## src/rtl/iob2axi_burst_ctrl.sv

```systemverilog
`default_nettype none
// ============================================================================
//  Module      : iob2axi_burst_ctrl
//  Description : Splits one DMA transfer (byte address, word count, direction)
//                into AXI4 bursts. Each burst stays inside a 4 KB page, is no
//                longer than MAX_BURST words and fits the data FIFO occupancy
//                or free space. A starved FIFO can release a partial burst
//                after TIMEOUT cycles. Abort and sticky error/done status are
//                supported.
//  Revision    : 1.0 - initial release
// ============================================================================
module iob2axi_burst_ctrl #(
  parameter int ADDR_W    = 32,
  parameter int DATA_W    = 32,
  parameter int LEN_W     = 8,
  parameter int MAX_BURST = 256,
  parameter int TLEN_W    = 16,
  parameter int AVAIL_W   = 9,
  parameter int TIMEOUT   = 255
) (
  input  logic              clk,
  input  logic              rst,
  // transfer request / status
  input  logic              run,
  input  logic              direction,
  input  logic [ADDR_W-1:0] addr,
  input  logic [TLEN_W-1:0] length,
  input  logic              abort,
  output logic              busy,
  output logic              done,
  output logic              error,
  // FIFO words (write) or free slots (read)
  input  logic [AVAIL_W-1:0] avail,
  // burst engine handshake
  output logic              b_run,
  output logic              b_dir,
  output logic [ADDR_W-1:0] b_addr,
  output logic [LEN_W-1:0]  b_len,
  input  logic              b_ready,
  input  logic              b_done,
  input  logic              b_err
);

  // bytes-per-word shift and the number of word-offset bits inside a 4 KB page
  localparam int c_WB_LOG     = $clog2(DATA_W / 8);
  localparam int c_PAGE_W     = 12 - c_WB_LOG;
  localparam int c_PAGE_WORDS = 1 << c_PAGE_W;

  // common arithmetic width: wide enough for rem, MAX_BURST, to4k and avail
  // plus one guard bit so no comparison or subtraction wraps
  localparam int c_W1 = (TLEN_W > LEN_W + 1) ? TLEN_W : LEN_W + 1;
  localparam int c_W2 = (c_W1 > c_PAGE_W + 1) ? c_W1 : c_PAGE_W + 1;
  localparam int c_W3 = (c_W2 > AVAIL_W) ? c_W2 : AVAIL_W;
  localparam int c_CW = c_W3 + 1;

  // burst word count register holds 1..MAX_BURST
  localparam int c_NW = LEN_W + 1;

  localparam int                 c_TMR_W   = (TIMEOUT > 0) ? $clog2(TIMEOUT + 1) : 1;
  localparam logic [c_TMR_W-1:0] c_TMR_MAX = c_TMR_W'(TIMEOUT);

  localparam logic [1:0] c_S_IDLE  = 2'd0;
  localparam logic [1:0] c_S_WAIT  = 2'd1;
  localparam logic [1:0] c_S_ISSUE = 2'd2;
  localparam logic [1:0] c_S_BUSY  = 2'd3;

  logic [1:0]         r_state;
  logic [1:0]         w_state_nxt;
  logic [ADDR_W-1:0]  r_addr;
  logic [TLEN_W-1:0]  r_rem;
  logic               r_dir;
  logic [c_NW-1:0]    r_n;
  logic [c_TMR_W-1:0] r_timer;
  logic               r_abort_pend;
  logic               r_done;
  logic               r_error;

  logic               w_misalign;
  logic [c_CW-1:0]    w_rem_c;
  logic [c_CW-1:0]    w_max_c;
  logic [c_CW-1:0]    w_to4k;
  logic [c_CW-1:0]    w_avail_c;
  logic [c_CW-1:0]    w_nfull;
  logic [c_CW-1:0]    w_rem_after;
  logic [c_NW-1:0]    w_n_m1;
  logic               w_go_full;
  logic               w_go_part;
  logic               w_abort_now;
  logic               w_last;
  logic               w_finish;

  // a start address is misaligned when any byte-in-word bit is set
  generate
    if (c_WB_LOG > 0) begin : g_align
      assign w_misalign = |addr[c_WB_LOG-1:0];
    end else begin : g_no_align
      assign w_misalign = 1'b0;
    end
  endgenerate

  // full burst size: min(rem, MAX_BURST, words left in the current 4 KB page)
  always_comb begin
    w_rem_c   = c_CW'(r_rem);
    w_max_c   = c_CW'(MAX_BURST);
    w_to4k    = c_CW'(c_PAGE_WORDS) - c_CW'(r_addr[11:c_WB_LOG]);
    w_avail_c = c_CW'(avail);
    w_nfull   = w_rem_c;
    if (w_max_c < w_nfull) w_nfull = w_max_c;
    if (w_to4k < w_nfull)  w_nfull = w_to4k;
  end

  // burst issue decisions and end-of-burst bookkeeping
  assign w_go_full   = (w_avail_c >= w_nfull);
  assign w_go_part   = (TIMEOUT != 0) && (r_timer == c_TMR_MAX) &&
                       (avail != '0) && !w_go_full;
  assign w_rem_after = c_CW'(r_rem) - c_CW'(r_n);
  // an abort arriving together with b_done counts as seen during the burst
  assign w_abort_now = r_abort_pend | abort;
  assign w_last      = (w_rem_after == '0) | w_abort_now | b_err;
  assign w_n_m1      = r_n - c_NW'(1);

  // state register
  always_ff @(posedge clk or posedge rst) begin
    if (rst) r_state <= c_S_IDLE;
    else     r_state <= w_state_nxt;
  end

  // next-state logic; w_finish marks the cycle that ends a transfer
  always_comb begin
    w_state_nxt = r_state;
    w_finish    = 1'b0;
    case (r_state)
      c_S_IDLE: begin
        if (run) begin
          if ((length == '0) || w_misalign) w_finish    = 1'b1;
          else                              w_state_nxt = c_S_WAIT;
        end
      end
      c_S_WAIT: begin
        if (abort) begin
          w_state_nxt = c_S_IDLE;
          w_finish    = 1'b1;
        end else if (w_go_full || w_go_part) begin
          w_state_nxt = c_S_ISSUE;
        end
      end
      c_S_ISSUE: begin
        if (b_ready) begin
          w_state_nxt = c_S_BUSY;
        end else if (abort) begin
          w_state_nxt = c_S_IDLE;
          w_finish    = 1'b1;
        end
      end
      c_S_BUSY: begin
        if (b_done) begin
          if (w_last) begin
            w_state_nxt = c_S_IDLE;
            w_finish    = 1'b1;
          end else begin
            w_state_nxt = c_S_WAIT;
          end
        end
      end
      default: w_state_nxt = c_S_IDLE;
    endcase
  end

  // burst request outputs: driven only while a burst is offered, zero otherwise
  always_comb begin
    busy   = (r_state != c_S_IDLE);
    b_run  = 1'b0;
    b_dir  = 1'b0;
    b_addr = '0;
    b_len  = '0;
    if (r_state == c_S_ISSUE) begin
      b_run  = 1'b1;
      b_dir  = r_dir;
      b_addr = r_addr;
      b_len  = w_n_m1[LEN_W-1:0];
    end
  end

  assign done  = r_done;
  assign error = r_error;

  // transfer bookkeeping: address, remaining words, burst size, timer, status
  always_ff @(posedge clk or posedge rst) begin
    if (rst) begin
      r_addr       <= '0;
      r_rem        <= '0;
      r_dir        <= 1'b0;
      r_n          <= '0;
      r_timer      <= '0;
      r_abort_pend <= 1'b0;
      r_done       <= 1'b0;
      r_error      <= 1'b0;
    end else begin
      r_done <= w_finish;
      case (r_state)
        c_S_IDLE: begin
          if (run) begin
            r_addr       <= addr;
            r_rem        <= length;
            r_dir        <= direction;
            r_timer      <= '0;
            r_abort_pend <= 1'b0;
            // a zero-length request is a clean no-op, even if misaligned
            r_error      <= (length != '0) && w_misalign;
          end
        end
        c_S_WAIT: begin
          if (abort) r_error <= 1'b1;
          if (w_state_nxt == c_S_WAIT) begin
            // saturate so a late avail>0 still releases the partial burst
            if (r_timer != c_TMR_MAX) r_timer <= r_timer + c_TMR_W'(1);
          end else begin
            r_timer <= '0;
          end
          if (w_go_full)      r_n <= w_nfull[c_NW-1:0];
          else if (w_go_part) r_n <= w_avail_c[c_NW-1:0];
        end
        c_S_ISSUE: begin
          if (b_ready)    r_abort_pend <= abort;
          else if (abort) r_error      <= 1'b1;
        end
        c_S_BUSY: begin
          if (abort) r_abort_pend <= 1'b1;
          if (b_done) begin
            r_rem        <= r_rem - TLEN_W'(r_n);
            r_addr       <= r_addr + (ADDR_W'(r_n) << c_WB_LOG);
            r_error      <= r_error | b_err | w_abort_now;
            r_abort_pend <= 1'b0;
          end
        end
        default: ;
      endcase
    end
  end

endmodule
`default_nettype wire

```

## config.mk

```make
export PLATFORM = sky130hd
export DESIGN_NAME = iob2axi_burst_ctrl
export DESIGN_NICKNAME = d
export VERILOG_FILES = /design/src/rtl/iob2axi_burst_ctrl.sv
export SDC_FILE = /design/constraint.sdc
export NUM_CORES = 1
export LEC_CHECK = 0
export CORE_MARGIN = 2
export CORE_UTILIZATION = 49
export DETAILED_ROUTE_END_ITERATION = 16
export GPL_TIMING_DRIVEN = 0
export PLACE_DENSITY_LB_ADDON = 0.12
export SLEW_MARGIN = 20
export SYNTH_ARGS = -nofsm -noshare
export SYNTH_HDL_FRONTEND = slang
export SYNTH_SLANG_ARGS = --single-unit
```

## constraint.sdc

```tcl
create_clock -name clk -period 5.2 [get_ports clk]
set_input_delay 0.52 -clock clk [delete_from_list [all_inputs] [get_ports clk]]
set_output_delay 0.52 -clock clk [all_outputs]
set_load 0.01 [all_outputs]
```

# Yosys cells after proc, flatten, opt, wreduce, memory -nomap -nowiden
# Index checks and enable logic that the tools add are counted.
dict set report totals {
  reg_bits 71
  latch_bits 0
  ramBits 0
  romBits 0
  input_bits 65
  out_inout_bits 45
  wordCells 102
  n_memories 0
}
dict set report op_classes {
  add_sub_neg 6
  n_mul 0
  div_mod_pow 0
  n_lt_le_gt_ge 3
  n_eq_ne 12
  n_shift 0
  muxes 44
  n_bitwise 5
  reduce_logical 23
}
# cell count
set ops {}
lappend ops {{32-bit 2-to-1 mux} 3}
lappend ops {{32-bit one-hot mux with 2 select lines} 1}
lappend ops {{16-bit 2-to-1 mux} 3}
lappend ops {{32-bit by 11-bit adder with 32-bit output} 1}
lappend ops {{8-bit 2-to-1 mux} 4}
lappend ops {{16-bit one-hot mux with 2 select lines} 1}
lappend ops {{9-bit 2-to-1 mux} 2}
lappend ops {{9-bit by 17-bit greater-or-equal comparator with 1-bit output} 1}
lappend ops {{17-bit zero test} 1}
lappend ops {{17-bit < comparator} 1}
lappend ops {{1-bit 2-to-1 mux} 17}
lappend ops {{17-bit 2-to-1 mux} 1}
lappend ops {{16-bit by 9-bit subtractor with 17-bit output} 1}
lappend ops {{16-bit zero test} 1}
lappend ops {{9-bit by 16-bit < comparator with 1-bit output (first input constant)} 1}
lappend ops {{8-bit one-hot mux with 2 select lines} 1}
lappend ops {{16-bit nonzero test} 1}
lappend ops {{16-bit by 9-bit subtractor with 16-bit output} 1}
lappend ops {{2-bit 2-to-1 mux} 7}
lappend ops {{11-bit by 10-bit subtractor with 12-bit output (first input constant)} 1}
lappend ops {{3-bit AND reduction} 3}
lappend ops {{9-bit nonzero test} 1}
lappend ops {{8-bit by 1-bit adder with 8-bit output (second input constant)} 1}
lappend ops {{8-bit equality test (second input constant)} 1}
lappend ops {{other kinds (19)} 37}

# Depth between registers and ports, before layout
# Gate-level depths: netlist (run 1).
dict set report depth {
  depth_word 14
  ltp_mapped 25
  ltp_nobuf 21
}

# Worst setup path after synthesis (run 1)
# OpenSTA, ideal clock, no wires.
dict set report synth_path {
  path_type {register to register}
  from {register r_rem[10]}
  to {register r_timer[4]}
  setup_ns 0.094
  arrival_ns 4.717
  required_time_ns 5.106
  path_slack_ns 0.389
  path_stages_with_launch 25
  n_path_buf 3
  period_less_slack_ns 4.811
  cell_sequence {dfrtp_1 -> buf_6 -> nor3_2 -> nand3_1 -> a21oi_1 -> clkbuf_1 -> nand2_1 -> ha_1 -> nand2_1 -> nor4_1 -> o41ai_1 -> nand3_1 -> clkbuf_1 -> nand3_1 -> o21ai_0 -> ha_1 -> nand2b_1 -> a2111oi_0 -> o31ai_1 -> a21oi_1 -> o21bai_1 -> a32o_1 -> o21bai_2 -> a31oi_2 -> a211oi_1}
}
dict set report synth_via {
  elab_chain_len 14
  elab_cells_between_ends 22
  cone_classes {add/sub: 1; order compare: 3; eq/ne: 2; mux: 9; bitwise: 2; reduce/logical: 5}
}
# element line
set synth_rtl {}
lappend synth_rtl {{start: declaration} 70} ;# logic [TLEN_W-1:0] r_rem;
lappend synth_rtl {{start signal: assignment} 204} ;# r_rem <= length;
lappend synth_rtl {{start signal: assignment} 230} ;# r_rem <= r_rem - TLEN_W'(r_n);
lappend synth_rtl {{9-bit by 16-bit < comparator with 1-bit output} 108} ;# if (w_max_c < w_nfull) w_nfull = w_max_c;
lappend synth_rtl {{16-bit 2-to-1 mux} 108}
lappend synth_rtl {{17-bit < comparator} 109} ;# if (w_to4k < w_nfull) w_nfull = w_to4k;
lappend synth_rtl {{17-bit 2-to-1 mux} 109}
lappend synth_rtl {{9-bit by 17-bit greater-or-equal comparator with 1-bit output} 113} ;# assign w_go_full = (w_avail_c >= w_nfull);
lappend synth_rtl {{1-bit zero test} 115} ;# (avail != '0) && !w_go_full;
lappend synth_rtl {{1-bit logical AND} 115}
lappend synth_rtl {{1-bit logical OR} 143} ;# end else if (w_go_full || w_go_part) begin
lappend synth_rtl {{2-bit 2-to-1 mux} 143}
lappend synth_rtl {{2-bit 2-to-1 mux} 140} ;# if (abort) begin
lappend synth_rtl {{2-bit one-hot mux with 4 select lines (*)} 132} ;# case (r_state)
lappend synth_rtl {{2-bit by 1-bit equality test with 1-bit output (*)} 214} ;# if (w_state_nxt == c_S_WAIT) begin
lappend synth_rtl {{3-bit != test (no source line) or 8-bit 2-to-1 mux (tied branches)} --}
lappend synth_rtl {{3-bit AND reduction (no source line) or 8-bit one-hot mux with 2 select lines (tied branches)} --}
lappend synth_rtl {{end signal: assignment} 216} ;# if (r_timer != c_TMR_MAX) r_timer <= r_timer + c_TMR_W'(1);
lappend synth_rtl {{end: declaration} 73} ;# logic [c_TMR_W-1:0] r_timer;
# Mark *: on every way between the ends. The rest lies on a longest branch, timed or not.
# A chain may end at the register's enable or synchronous reset.

# Worst setup path after layout (run 1)
dict set report layout_path {
  from {register r_rem[5]}
  to {register r_timer[4]}
}
# Same word-level chain as after synthesis.

==> results of run 1 <==
worst reg2reg max path: cells and delay by family (launching register included):
family                     cells  cell delay (ps)
and+or+nand+nor                5              840
AOI/OAI and AO/OA             13             2590
buffers and inverters          2              440
DFF                            1              480
adders and majority gates      2              570
cells by family (layout without fill, tap and decap cells):
group,count (synthesis),in the layout,synth area share (%)
and+or+nand+nor,338,338,27.1
muxes,19,19,3.12
buffers and inverters,72,201,4.78
other,1,2,0.0599
DFF,71,71,28.4
AOI/OAI and AO/OA,229,229,23.4
adders and majority gates,48,48,9.84
xor gates and xnor gates,24,24,3.36
placed cells by master, fill, tap and decap left out, types with 12 or more instances in the layout:
master	netlist	final
clkbuf_1	28	25
nor3_1	34	34
clkdlybuf4s50_1	0	108
mux2i_1	15	15
nand2_1	81	80
xnor2_1	14	14
and2_1	44	44
ha_1	46	46
a31oi_1	16	16
a21oi_1	69	68
o21ai_0	52	51
and3_1	12	12
nor2_1	67	66
inv_1	34	33
dfrtp_1	71	71
nand4_1	13	13
nand3_1	30	28
nor2b_1	16	16
o22ai_1	14	14
what timing repair did:
item	4_1_cts	5_1_grt
pin swaps	1	1
endpoints found under the setup margin	19	19
resized for setup	11	13
setup buffers	1	3
cloned	0	0
final cells by class:
cell class                 count  area [µm²]
sequential                    71        1780
fill                        1144        4540
buffer                        37         183
clock inverter                 6        83.8
tap                          172         215
clock buffer                  10         239
multi-input combinational    660        4270
inverter                      35         134
timing repair buffer         113        1130
power breakdown:
| group | switching, W | total (W) | leakage, nW | internal (W) |
|---|---|---|---|---|
| clock | 0.000256 | 0.000687 | 0.162 | 0.000431 |
| combinational | 0.00220 | 0.00370 | 2.23 | 0.00151 |
| sequential | 0.000376 | 0.00119 | 0.842 | 0.000817 |
| total | 0.00283 | 0.00559 | 3.24 | 0.00275 |
worst max-delay path by stage:
| stage | from | to | slack (ps) | cells past startpoint |
|---|---|---|---|---|
| after global routing | r_rem[5] | r_timer[2] | -50 | 22 |
| after floorplan | r_rem[10] | r_timer[4] | 390 | 24 |
| after CTS | r_rem[10] | r_timer[4] | 20 | 24 |
| final | r_rem[5] | r_timer[4] | 190 | 22 |
| after detailed placement | r_rem[9] | r_n[0] | -850 | 24 |
| after global placement | r_rem[9] | r_n[3] | -710 | 23 |
metal layers:
layer | vias to the layer above | wire length (µm) | track usage, %
met5 | - | 0 | 0
met4 | 0 | 777 | 14.0
met3 | 52 | 1500 | 5.10
met2 | 313 | 10000 | 53.0
met1 | 3213 | 8770 | 40.5
li1 | 3173 | - | -
stage by stage:
stage | instances | setup TNS [ps]
6_report | 1104 | 0
2_1_floorplan | 803 | 0
3_3_place_gp | 1083 | -11000
5_1_grt | 1104 | -303
3_5_place_dp | 1084 | -13580
4_1_cts | 1101 | 0
state kept, by name, indices dropped and copies added, names as in the netlist:
signal        cells
r_addr           32
r_rem            16
r_n               9
r_timer           8
r_state           2
done              1
error             1
r_abort_pend      1
r_dir             1
==> impl_metrics.toml, run 1 <==
[status]
outcome = "finished clean"

[finish]
final_util_pct = 63.9
area_growth_pct = 28.3
antenna_cells = 0
drive_gt1_share_pct = 7.08
nets = 1040
design_area_um2 = 8030

[clocking]
cts_tree = "done"
cts_buffers = 9
clk_pin_slew_worst_paths_ps = 60
clock_sinks = 71
clk_latency_ps = 350
ctsHoldBuffers = 0
cts.path.max_buffers = 2
clockRootBuffer = "clkbuf_16"
cts_htree_levels = 3

[critical_path]
r2r_start = "r_rem[5]"
r2r-end = "r_timer[4]"
path_cells = "nor4_2, nand2_1, a21oi_2, clkbuf_4, nand2_1, ha_1, a211oi_1, o21ai_0, o211ai_1, nand3_2, clkbuf_4, o21ai_1, ha_1, nand2b_1, a2111oi_2, o31ai_1, a21oi_1, o21bai_2, a32o_1, o21bai_2, a31oi_4, a211oi_2"
reg2regPathDepth = 22
crit_buf_inv = 2
cpPeakStageDelay_ps = 480
rrSetupSlack_ps = 190
crit_fanout = 10
cp.arrival_ps = 5270
startpoint_type = "register"
required_ps = 5460
worst-setup-path-type = "register to register"
slowest_stage = "dfrtp_1"
end_kind = "register"
crit_family = "compound AO/OA/AOI/OAI gates"

[worst_hold_path]
whs_path_depth = 2
hp-class = "register to register"
hold_end = "r_addr[1]"
hold_start = "r_addr[1]"

[yosys]
synth_top_area_cell = "dfrtp_1"
avgSynthCellArea_um2 = 7.80
synth_seq_cells = 71
synth_top_area_share_pct = 28.4
synth_common_cells = "nand2_1, dfrtp_1, a21oi_1"
synth_edf_count = 0
yosysSeqAreaShare_pct = 28.4
synth.distinct_cells = 75
synthCells = 802
syn_area_um2 = 6260
synth_most_common_cell = "nand2_1"
synth.area.top_cells = "dfrtp_1, ha_1, a21oi_1"
synth-async-reset-ratio_pct = 100
synth_top_flop_cell = "dfrtp_1"
synth_warnings = 0

[global_routing]
grt_max_degree = 42
grt_usage_pct = 31.7
grt_antenna_before_repair = 0
grt_pass1_wl_mm = 33.2
grt_overflow = 0
grt_pass1_vias = 6570

[die]
dieArea_um2 = 13700
die_y_um = 117
coreArea_um2 = 12600
io_pins = 110
chipWidth_um = 117
fp-row-count = 41
start_util_pct = 49.8

[sta]
relSlewSlack_pct = 49.2
period_share_pct = 96.3
min_period_ps = 5010
setup_viol = 0
whs_ps = 488
max_freq_mhz = 200
hold_viol = 0
slew_violations = 0
clock_skew_ps = 8.40
tightest_slew_ps = 757
setup_ws_ps = 194

[route]
drt-pass1-iter-count = 6
viasPerCell = 6.12
drc_errors = 0
routedWlPerCell_um = 19.1
drtIter0Drc = 608
vias = 6751
ant_nets = 0
routed_wl_mm = 21.1

[pwr]
p_total_w = 0.00559
max-vdd-ir-drop_uv = 373
leakagePower_nw = 3.24
power.density_nw_per_um2 = 696

[placement]
numPortBuffers = 108
place_hpwl_mm = 16.2
placed_area_um2 = 7580
post-place-ws_ps = -850
place_congestion = 0.931

[run]
drv_cap = 0
No activity file was read; power rests on OpenSTA's default activity.
==> run 2: changes to the inputs <==
SLEW_MARGIN = not set   (was 20)
==> run 2 against run 1 <==
  * Non-clock buffer count is 2 lower
  * Design area decreased by 0.25%
  * Sequential power about the same
  * Routed wire length is 0.27% higher
  * Setup slack better by 90 ps
  * Utilization down 0.16 points
  * Worst hold slack worse by 6.3 ps
  * Clock skew hardly changed
  * Total power about the same
  * First-iteration DRC count is 6.9% higher
  * Combinational power hardly changed
  * Die area unchanged
  * Highest routed layer unchanged
==> impl_metrics.toml, run 2 (synthesis gave the netlist of run 1 again) <==
[route]
routedWlPerCell_um = 19.2
vias = 6780
viasPerCell = 6.15
routed_wl_mm = 21.1
drtIter0Drc = 650
ant_nets = 0
drc_errors = 0
drt-pass1-iter-count = 6

[pwr]
p_int_w = 0.00275
seq_power_share_pct = 21.4
p_comb_share_pct = 66.2
switching_share_pct = 50.8
clkPwrFrac_pct = 12.4
max-vdd-ir-drop_uv = 399
power.density_nw_per_um2 = 697
leakagePower_nw = 3.22
p_sw_w = 0.00284

[sta]
clock_skew_ps = 8.23
setup_ws_ps = 284
hold_viol = 0
tightest_slew_ps = 1280
period_share_pct = 94.5
setup_viol = 0
slew_violations = 0
relSlewSlack_pct = 14.2
finalSetupTns_ps = 0
min_period_ps = 4920
max_freq_mhz = 203

[finish]
top_register = "r_addr"
final_util_pct = 63.7
nets = 1038
final_cell_mix = "clkdlybuf4s50_1, nand2_1, dfrtp_1"
final_cells = 1102
antenna_cells = 0
fillers = 1126
area_growth_pct = 28.0
design_area_um2 = 8010
reg_top3 = "r_addr (32), r_rem (16), r_n (9)"
largest_reg_flops = 32
final_common_cell = "clkdlybuf4s50_1"
drive_gt1_share_pct = 6.67

[clocking]
clk_latency_ps = 350
clockRootBuffer = "clkbuf_16"
clk_pin_slew_worst_paths_ps = 60
clock_sinks = 71
cts_tree = "done"
cts_htree_levels = 3
cts.path.max_buffers = 2
cts_buffers = 9
ctsHoldBuffers = 0

[critical_path]
path_depth = 23
startpoint_type = "register"
slowest_stage = "dfrtp_1"
crit_fanout = 10
required_ps = 5450
cpPeakStageDelay_ps = 380
cp.arrival_ps = 5170
reg2regPathDepth = 23
path_cells = "buf_6, nor3_4, nand3_2, a21oi_4, buf_4, nand2_1, ha_1, a211oi_1, o21ai_0, o211ai_1, nand3_2, clkbuf_4, o21ai_1, ha_1, nand2b_1, a2111oi_2, o31ai_1, a21oi_1, o21bai_4, a32o_1, o21bai_2, a31oi_4, a211oi_1"
worst-setup-path-type = "register to register"
end_kind = "register"
crit_family = "compound AO/OA/AOI/OAI gates"
crit_buf_inv = 3

[global_routing]
grt_overflow = 0
grt_pass1_vias = 6575
grt_max_degree = 42
grt_usage_pct = 31.8
grt_antenna_before_repair = 1
grt_pass1_wl_mm = 33.4

[placement]
dp.cells = 1084
place_hpwl_mm = 16.2
placed_area_um2 = 7580
place_congestion = 0.931
numPortBuffers = 108
post-place-ws_ps = -837

[die]
fp-row-count = 41
coreArea_um2 = 12600
start_util_pct = 49.8
dieArea_um2 = 13700
io_pins = 110
chipWidth_um = 117
die_y_um = 117

[run]
drv_cap = 0

[worst_hold_path]
hp-class = "register to register"
whs_path_depth = 2

[status]
outcome = "finished clean"
-- run 2: cell types whose count changed in the layout (fill, tap and decap cells not counted), sizes merged --
cell	before	now
buf	14	13
clkbuf	38	37
-- run 2: power by group through the flow --
| stage | registers [W] | clock network (W) | logic (W) |
|---|---|---|---|
| floorplan | 0.00105 | 0 | 0.00258 |
| CTS | 0.00117 | 0.000696 | 0.00360 |
| global route | 0.00122 | 0.000721 | 0.00409 |
| finish | 0.00120 | 0.000691 | 0.00370 |
| detailed placement | 0.00118 | 0 | 0.00355 |
| global placement | 0.00117 | 0 | 0.00345 |
-- run 2: metal layers --
| layer | share of wire [%] | GRT usage [%] | up-vias |
|---|---|---|---|
| li1 | - | - | 3164 |
| met3 | 7.4 | 6.69 | 57 |
| met4 | 3.8 | 14.1 | 0 |
| met5 | 0 | 0 | - |
| met1 | 42 | 40.5 | 3240 |
| met2 | 47 | 52.2 | 319 |
-- run 2: timing repair --
item,4_1_cts,5_1_grt
pin swaps,1,2
setup endpoints to repair,19,17
cloned,0,0
resized for setup,15,9
setup buffers,1,1
-- run 2: area by class of cell --
cell class,instances,area [µm²],area share (%)
inverters,35,134,1.67
multi-input cells,660,4260,53.2
well taps,172,215,2.69
repair buffers,111,1120,13.9
clock inverters,6,83.8,1.05
flip-flops and latches,71,1780,22.2
clock buffers,10,239,2.98
plain buffers,37,179,2.23
-- run 2: path summary, 6_finish.rpt --
check,startpoint,end,slack [ps]
worst min register to register,r_addr[1],r_addr[1],480
worst max register to register,r_rem[10],r_timer[4],280
worst max-delay path,r_rem[10],r_timer[4],280
max in group asynchronous,rst,r_rem[5],4080
min in group asynchronous,rst,r_addr[31],530
worst min-delay path,r_addr[1],r_addr[1],480
-- run 2: stage by stage --
step / power, W / hold WS [ps]
6_report: 0.00558 / 481
3_3_place_gp: 0.00462 / 458
4_1_cts: 0.00547 / 487
3_5_place_dp: 0.00473 / 474
5_1_grt: 0.00604 / 518
2_1_floorplan: 0.00363 / 442
-- run 2: worst register-to-register path: stages, from the launching register on --
cell       delay [ps]
dfrtp_1           380
buf_6             140
nor3_4            220
nand3_2           170
a21oi_4           200
buf_4             200
nand2_1            70
ha_1              300
a211oi_1          260
o21ai_0           140
o211ai_1          130
nand3_2           120
clkbuf_4          200
o21ai_1           240
ha_1              280
nand2b_1          150
a2111oi_2         360
o31ai_1           120
a21oi_1           150
o21bai_4          170
a32o_1            180
o21bai_2          200
a31oi_4           170
a211oi_1          260
==> run 3: changes to the inputs <==
CTS_CLUSTER_SIZE = 30   (was not set)
==> results of run 3 <==
No change in the layout: final DEF, timing and power equal those of run 2.
